===== config.mk =====
export PLATFORM = sky130hd
export DESIGN_NAME = pwm_actuator_driver
export DESIGN_NICKNAME = d
export VERILOG_FILES = /design/src/rtl/pwm_actuator_driver.sv
export SDC_FILE = /design/constraint.sdc
export NUM_CORES = 1
export LEC_CHECK = 0
export ABC_CLOCK_PERIOD_IN_PS = 6050
export CAP_MARGIN = 10
export CORE_MARGIN = 8
export CORE_UTILIZATION = 25
export DETAILED_ROUTE_END_ITERATION = 7
export PLACE_DENSITY_LB_ADDON = 0.05
export SETUP_SLACK_MARGIN = 0.02
export SLEW_MARGIN = 30
export SYNTH_ARGS = -nofsm -noshare
export SYNTH_HDL_FRONTEND = slang
export SYNTH_SLANG_ARGS = --single-unit
export TNS_END_PERCENT = 5

===== constraint.sdc =====
create_clock -name clk -period 6.05 [get_ports clk]
set_input_delay 0.9075 -clock clk [delete_from_list [all_inputs] [get_ports clk]]
set_output_delay 0.9075 -clock clk [all_outputs]
set_load 0.05 [all_outputs]

===== src/rtl/pwm_actuator_driver.sv =====
// -----------------------------------------------------------------------------
// pwm_actuator_driver
//
// Actuator end of the control loop. Signed control words from the PID stage
// are clamped to [0, PERIOD] and double-buffered through a one-deep shadow
// register. The active duty only changes at a period boundary, or at once
// while the driver is disabled. A complementary half-bridge pair is driven
// with dead-time inserted on every transition between the high and low sides.
//
// Handshake: a cmd is taken on any rising clk edge where cmd_valid and
// cmd_ready are both high. cmd_valid may be held across cycles while waiting.
// cmd_ready is high when the shadow is empty, or when the shadow is being
// moved into the active duty register in the current cycle.
//
// Ports
//   clk          in   1      clock
//   reset        in   1      asynchronous, active-high reset
//   enable       in   1      run enable; low = outputs off, counter held at 0
//   fault_in     in   1      power-stage fault; high forces both outputs low
//   cmd_valid    in   1      cmd is valid
//   cmd_ready    out  1      driver can accept cmd
//   cmd          in   WIDTH  signed duty request in counter cycles
//   pwm_hi       out  1      high-side gate drive (registered)
//   pwm_lo       out  1      low-side gate drive (registered)
//   period_start out  1      1-cycle pulse in the cycle where cnt wrapped to 0
//   duty_active  out  CNT_W  duty currently in use
//   sat_flag     out  1      last accepted cmd was clamped
//   fsm_state    out  3      current gate FSM state (debug visibility)
// -----------------------------------------------------------------------------
module pwm_actuator_driver #(
    parameter int WIDTH  = 16,
    parameter int CNT_W  = 16,
    parameter int PERIOD = 1000,
    parameter int DEAD   = 8
) (
    input  logic                    clk,
    input  logic                    reset,
    input  logic                    enable,
    input  logic                    fault_in,
    input  logic                    cmd_valid,
    output logic                    cmd_ready,
    input  logic signed [WIDTH-1:0] cmd,
    output logic                    pwm_hi,
    output logic                    pwm_lo,
    output logic                    period_start,
    output logic [CNT_W-1:0]        duty_active,
    output logic                    sat_flag,
    output logic [2:0]              fsm_state
);

    // Wide enough to hold both operands plus a sign bit, so the clamp
    // compares correctly whichever of WIDTH / CNT_W is larger.
    localparam int EW = ((WIDTH > CNT_W) ? WIDTH : CNT_W) + 1;

    localparam logic [CNT_W-1:0]     LAST_CNT    = CNT_W'(PERIOD - 1);
    localparam logic [CNT_W-1:0]     PERIOD_C    = CNT_W'(PERIOD);
    localparam logic [CNT_W-1:0]     DEAD_RELOAD = CNT_W'(DEAD - 1);
    localparam logic signed [EW-1:0] PERIOD_X    = EW'(PERIOD);

    typedef enum logic [2:0] {
        OFF   = 3'd0,
        DT_LO = 3'd1,
        LO    = 3'd2,
        DT_HI = 3'd3,
        HI    = 3'd4
    } state_t;

    state_t           state_q;
    logic [CNT_W-1:0] dcnt_q;
    logic             pwm_hi_q, pwm_lo_q;

    logic [CNT_W-1:0] cnt_q, cnt_d;
    logic [CNT_W-1:0] shadow_q, shadow_d;
    logic             shadow_full_q, shadow_full_d;
    logic [CNT_W-1:0] duty_q, duty_d;
    logic             sat_q, sat_d;
    logic             period_start_q;

    logic signed [EW-1:0] cmd_x;
    logic [CNT_W-1:0]     clamp_val;
    logic                 clamp_hit;
    logic                 wrap, load_now, accept, raw_hi;

    // ---------------- clamp ----------------
    assign cmd_x = {{(EW-WIDTH){cmd[WIDTH-1]}}, cmd};

    always_comb begin
        clamp_val = cmd_x[CNT_W-1:0];
        clamp_hit = 1'b0;
        if (cmd_x[EW-1]) begin
            clamp_val = '0;
            clamp_hit = 1'b1;
        end else if (cmd_x > PERIOD_X) begin
            clamp_val = PERIOD_C;
            clamp_hit = 1'b1;
        end
    end

    // ---------------- handshake / double buffer ----------------
    assign wrap      = enable && (cnt_q == LAST_CNT);
    // While disabled there is no period to protect, so the shadow drains at once.
    assign load_now  = shadow_full_q && (!enable || wrap);
    assign cmd_ready = !shadow_full_q || load_now;
    assign accept    = cmd_valid && cmd_ready;

    always_comb begin
        cnt_d         = enable ? (wrap ? '0 : cnt_q + 1'b1) : '0;
        duty_d        = duty_q;
        shadow_d      = shadow_q;
        shadow_full_d = shadow_full_q;
        sat_d         = sat_q;
        if (load_now) begin
            duty_d        = shadow_q;
            shadow_full_d = 1'b0;
        end
        // Ordered after the load so a same-cycle accept refills the shadow.
        if (accept) begin
            shadow_d      = clamp_val;
            shadow_full_d = 1'b1;
            sat_d         = clamp_hit;
        end
    end

    always_ff @(posedge clk or posedge reset) begin
        if (reset) begin
            cnt_q          <= '0;
            duty_q         <= '0;
            shadow_q       <= '0;
            shadow_full_q  <= 1'b0;
            sat_q          <= 1'b0;
            period_start_q <= 1'b0;
        end else begin
            cnt_q          <= cnt_d;
            duty_q         <= duty_d;
            shadow_q       <= shadow_d;
            shadow_full_q  <= shadow_full_d;
            sat_q          <= sat_d;
            period_start_q <= wrap;
        end
    end

    // ---------------- gate FSM ----------------
    assign raw_hi = (cnt_q < duty_q);

    // Outputs are assigned alongside the next state so both gate drives come
    // straight from flops. Defaults of 0 keep every unlisted path safe.
    always_ff @(posedge clk or posedge reset) begin
        if (reset) begin
            state_q  <= OFF;
            dcnt_q   <= '0;
            pwm_hi_q <= 1'b0;
            pwm_lo_q <= 1'b0;
        end else begin
            pwm_hi_q <= 1'b0;
            pwm_lo_q <= 1'b0;
            if (fault_in || !enable) begin
                state_q <= OFF;
            end else begin
                case (state_q)
                    OFF: begin
                        state_q <= DT_LO;
                        dcnt_q  <= DEAD_RELOAD;
                    end
                    DT_LO: begin
                        if (dcnt_q == '0) begin
                            state_q  <= LO;
                            pwm_lo_q <= 1'b1;
                        end else begin
                            dcnt_q <= dcnt_q - 1'b1;
                        end
                    end
                    LO: begin
                        if (raw_hi) begin
                            state_q <= DT_HI;
                            dcnt_q  <= DEAD_RELOAD;
                        end else begin
                            pwm_lo_q <= 1'b1;
                        end
                    end
                    DT_HI: begin
                        // The high side never turned on, so returning to LO
                        // needs no further dead-time.
                        if (!raw_hi) begin
                            state_q  <= LO;
                            pwm_lo_q <= 1'b1;
                        end else if (dcnt_q == '0) begin
                            state_q  <= HI;
                            pwm_hi_q <= 1'b1;
                        end else begin
                            dcnt_q <= dcnt_q - 1'b1;
                        end
                    end
                    HI: begin
                        if (!raw_hi) begin
                            state_q <= DT_LO;
                            dcnt_q  <= DEAD_RELOAD;
                        end else begin
                            pwm_hi_q <= 1'b1;
                        end
                    end
                    default: state_q <= OFF;
                endcase
            end
        end
    end

    assign pwm_hi       = pwm_hi_q;
    assign pwm_lo       = pwm_lo_q;
    assign period_start = period_start_q;
    assign duty_active  = duty_q;
    assign sat_flag     = sat_q;
    assign fsm_state    = state_q;

endmodule


## After elaboration in Yosys (flattened, before gate mapping)

Cells that the tools add are included.

| cells by class | value |
|---|---|
| muxes and demuxes | 28 |
| eq/ne operators | 12 |
| bitwise logic cells | 1 |
| $add $sub $neg | 2 |
| reductions and logical operators | 15 |
| order comparisons | 2 |

Operators with widths:

| cell | count |
|---|---|
| $mux W16 | 6 |
| $pmux W16 S5 | 1 |
| $mux W15 | 2 |
| $mux W3 | 6 |
| $add A16 B1 Y16 const B | 1 |
| $eq A16 B10 Y1 const B | 1 |
| $gt A16 B11 Y1 const B | 1 |
| $logic_not A16 Y1 | 1 |
| $lt A16 B16 Y1 | 1 |
| $sub A16 B1 Y16 const B | 1 |
| $pmux W3 S5 | 1 |
| $mux W1 | 10 |
| $ne A3 B3 Y1 const B | 3 |
| $eq A3 B2 Y1 const B | 2 |
| $ne A2 B2 Y1 const B | 3 |
| $reduce_and A5 Y1 | 1 |
| $reduce_bool A5 Y1 | 1 |
| $ne A4 B4 Y1 const B | 1 |
| $pmux W1 S2 | 2 |
| $reduce_and A4 Y1 | 1 |
| $eq A3 B1 Y1 const B | 1 |
| $eq A3 B3 Y1 const B | 1 |
| $logic_and A1 B1 Y1 | 3 |
| $logic_not A3 Y1 | 1 |
| 5 further kinds | 8 |

| storage, ports and cells | value |
|---|---|
| register bits | 72 |
| input bits | 21 |

## Longest topological paths before layout

| logic depth | value |
|---|---|
| depth after elaboration | 7 |
| mapped depth | 10 |

## Least setup slack after synthesis

No wires, ideal clock.

| path | value |
|---|---|
| kind | register to output |
| from | register cnt_q[15] |
| to | output cmd_ready |
| stages on the path, launching flop included | 4 |
| arrival time | 2,278 ps |
| data required time | 5,142 ps |
| setup slack | 2,864 ps |
| cell sequence | dfrtp_1 -> or4_1 -> or4_4 -> o311ai_2 |

| on the way | value |
|---|---|
| longest elaborated chain between the ends | 5 |

RTL lines:

| item | RTL line | text |
|---|---|---|
| start: declaration | 72 | `logic [CNT_W-1:0] cnt_q, cnt_d;` |
| start signal: assignment | 133 | `cnt_q <= cnt_d;` |
| $eq A16 B10 Y1 | 100 | `assign wrap = enable && (cnt_q == LAST_CNT);` |
| $logic_and A1 B1 Y1 | 100 |  |
| $logic_or A1 B1 Y1 | 102 | `assign load_now = shadow_full_q && (!enable \|\| wrap);` |
| $logic_and A1 B1 Y1 | 102 |  |
| $logic_or A1 B1 Y1 | 103 | `assign cmd_ready = !shadow_full_q \|\| load_now;` |
| end: declaration | 41 | `output logic cmd_ready,` |

No other way between the ends.

## Worst setup path after layout

Ends and elaborated chain as after synthesis.

==> summary.md <==
| Metric | Value |
|---|---|
| Status | `completed` |
| Async SR Flop Fraction | `1.00` |
| Setup TNS | `0 ps` |
| Slew @ Worst Pin | `809 ps` |
| Layout cell share with drive strength beyond 1 | `0.113` |
| RSZ-0062 raised after global routing | `false` |
| Crit Path Max Fanout | `4` |
| Number of placement rows | `44` |
| Req. time, crit path | `5140 ps` |
| Worst-case reg-to-reg path depth | `7` |
| Critical Path Start Type | `flop` |
| Die height | `137 µm` |
| Hold depth | `2` |
| CP max stage delay | `880 ps` |
| Top-count cell post-synth | `dfrtp_1` |
| Clock Latency Late Sink | `340 ps` |
| Post-CTS Setup Inserts | `0` |
| Hold_sp | `shadow_q[9]$_DFFE_PP0P_` |
| Worst path bufs/invs | `1` |
| Die width | `137 µm` |
| Clock slew at the register clock pins of the worst setup and hold paths | `60 ps` |
| Top Ports | `45` |
| Nets | `439` |
| CTS Buf Count | `9` |
| Element type at the critical path end | `output pin` |
| Post-Synthesis Cell Area | `0.00367 mm²` |
| Initial antenna violation count | `0` |
| CP top delay family | `simple AND/OR/NAND/NOR gates` |
| Number of port buffers | `43` |
| Critical Path AT | `3030 ps` |
| Final hold viol count | `0` |
| Worst min path class | `flop to flop` |
| Hold Path End | `shadow_q[9]$_DFFE_PP0P_` |
| Core Footprint | `0.0144 mm²` |
| Peak VDD IR | `121 µV` |
| CTS hold repair buffers | `0` |
| CTS tree | `done` |
| Syn Area/Cell | `10.3 µm²` |
| Max Cap Violations | `0` |
| Root Driver | `clkbuf_16` |
| Clock Tree Buf Depth | `2` |
| Synth top area share | `0.477` |
| Wirelength, routed | `9670 µm` |
| DIE AREA | `0.0188 mm²` |
| F_max | `254 MHz` |
| Drt drc | `0` |
| Sink Count | `70` |
| Detailed-route via count | `2,706` |
| Pwr/cell area | `273 mW/mm²` |
| Dpl cell area | `0.00428 mm²` |
| EDFF count, synth | `0` |
| Netlist cell types | `59` |
| Post-CTS sizing | `0` |
| Synth warn | `0` |
| Synth Instances | `357` |
| Period Utilization, post-route | `0.652` |
| Critical path cell sequence | `or4_1 > or4_4 > o311ai_2 > clkdlybuf4s50_1` |
| Min Tclk post-route | `3940 ps` |
| GRT Overall Usage | `0.112` |
| Most used DFF post-synth | `dfrtp_1` |
| Synth area leaders | `dfrtp_1, ha_1, mux2_2, nor2_1, nand2_1` |
| Setup Skew | `6.89 ps` |
| Final antenna-violating net count | `0` |
| DR vias/cell | `4.58` |
| # diodes | `0` |
| Final setup vio count | `0` |
| Synth area leader | `dfrtp_1` |
| Largest net degree at the start of global routing | `71` |
| Flops & latches, synth | `70` |
| Filler Cell Count | `1,498` |
| Wire length of the first global-routing pass | `16,000 µm` |
| Initial Util | `0.255` |
| Routability cong. | `0.723` |
| Clock H-tree levels | `3` |
| Max_slew headroom | `0.460` |
| HPWL reported at the end of detailed placement | `6960 µm` |
| Register area share after synthesis | `0.477` |
| Post-Synthesis Net Count | `394` |
| Slew Limit Fails | `0` |
| Area growth from synthesis to layout | `24.4%` |
| Reg-to-reg critical path endpoint | `dcnt_q[1]$_DFFE_PP0P_` |
| CP max-delay cell | `clkdlybuf4s50_1` |
| Synth cell count leaders | `dfrtp_1, nor2_1, nand2_1, inv_1, nor3_1` |
| WS Path Type | `flop to output pin` |
| Reg2reg start | `cnt_q[14]$_DFF_PP0_` |
| Starting DRT DRC Count | `217` |
| Fin area | `0.00457 mm²` |
| R2r setup slk | `2620 ps` |
| Mean routed wirelength per cell | `16.4 µm` |
| Total global routing overflow | `0` |
| Static Leak | `2.08 nW` |
| Vias in the first global route | `2,808` |
| DR pass1 iterations | `4` |
-- registers in the layout, indices dropped and copies added, names as in the netlist --
register / flops
fsm_state: 3
cnt_q: 16
sat_flag: 1
duty_active: 15
dcnt_q: 16
period_start: 1
shadow_q: 15
pwm_hi: 1
shadow_full_q: 1
pwm_lo: 1
-- worst reg2reg max path, delay by kind of cell, from the launching register on --
family                     cells  cell delay [ps]
AOI/OAI and AO/OA              3             1490
adders and majority gates      1              360
DFF                            1              420
muxes                          1              410
and+or+nand+nor                2              630
-- per-layer routing --
metal  global-route usage  vias to the layer above  part of all wire
li1                     -                     1379                 -
met1                0.165                     1272              0.54
met2                0.145                       44              0.39
met3               0.0328                       11             0.056
met4               0.0489                        0             0.016
met5                    0                        -                 0
-- worst max-delay path by stage --
stage,from,to,slack [ps],cells past startpoint
2_1_floorplan,cnt_q[15]$_DFF_PP0_,cmd_ready,2860,3
3_3_place_gp,cnt_q[10]$_DFF_PP0_,dcnt_q[1]$_DFFE_PP0P_,2390,7
3_5_place_dp,cnt_q[14]$_DFF_PP0_,dcnt_q[1]$_DFFE_PP0P_,2300,7
4_1_cts,cnt_q[10]$_DFF_PP0_,cmd_ready,2070,4
5_1_grt,cnt_q[12]$_DFF_PP0_,cmd_ready,2020,4
6_report,cnt_q[15]$_DFF_PP0_,cmd_ready,2110,4
-- power by group --
group / switching, mW / total (mW) / leakage [nW] / internal, mW
registers: 0.0326 / 0.534 / 0.928 / 0.501
logic: 0.120 / 0.198 / 1.01 / 0.0786
clock network: 0.205 / 0.515 / 0.142 / 0.310
total: 0.357 / 1.25 / 2.08 / 0.890
-- through the flow --
step	hold slack, ps	instances	setup WS [ps]	util	total power [mW]
final	481	591	2110	0.317	1.25
after global routing	492	591	2020	0.317	1.31
after CTS	482	591	2070	0.317	1.27
after detailed placement	468	575	2300	0.297	0.744
after global placement	467	575	2390	0.296	0.744
after floorplan	445	357	2860	-	0.671
-- layout make-up --
type | count | area (µm²) | area share
inverters | 24 | 90.1 | 0.0197
clock buffers | 13 | 270 | 0.0591
multi-input cells | 252 | 1760 | 0.385
repair buffers | 45 | 449 | 0.0983
clock inverters | 3 | 17.5 | 0.00383
flip-flops and latches | 70 | 1750 | 0.383
well taps | 184 | 230 | 0.0504
-- placed cells by master, fill, tap and decap left out, types with 2 or more instances in the layout --
| cell type | instances |
|---|---|
| mux2_2 | 15 |
| o22a_1 | 2 |
| nor4_1 | 6 |
| nand3_1 | 14 |
| ha_1 | 16 |
| a22o_1 | 4 |
| or4_4 | 2 |
| a21o_1 | 6 |
| nor3b_1 | 2 |
| clkbuf_16 | 9 |
| o2111ai_1 | 2 |
| or3_1 | 6 |
| nor2_1 | 38 |
| nor3_1 | 19 |
| xnor2_1 | 7 |
| nand2_1 | 27 |
| nor2b_1 | 2 |
| o21ai_0 | 4 |
| o31ai_1 | 7 |
| nand4_1 | 4 |
| o311a_1 | 2 |
| and2_1 | 6 |
| clkbuf_8 | 3 |
| dfrtp_1 | 70 |
| and3_1 | 8 |
| a221o_1 | 3 |
| clkinv_2 | 2 |
| nand2b_1 | 3 |
| a31oi_1 | 2 |
| clkdlybuf4s50_1 | 43 |
| a211o_1 | 7 |
| xor2_1 | 7 |
| a21oi_1 | 6 |
| inv_1 | 23 |
-- kinds of logic (layout without fill, tap and decap cells) --
kind of cell,after synthesis,after routing,share of synthesized area
flip-flops,70,70,0.477
AO/OA/AOI/OAI,59,59,0.134
multiplexers,17,17,0.0518
other,1,1,0.00102
adder cells (fa/ha/maj),16,16,0.0545
buffers and inverters,35,85,0.0453
XOR/XNOR,14,14,0.0334
AND/OR/NAND/NOR,145,145,0.203
Power figures use the tool's default switching activity.
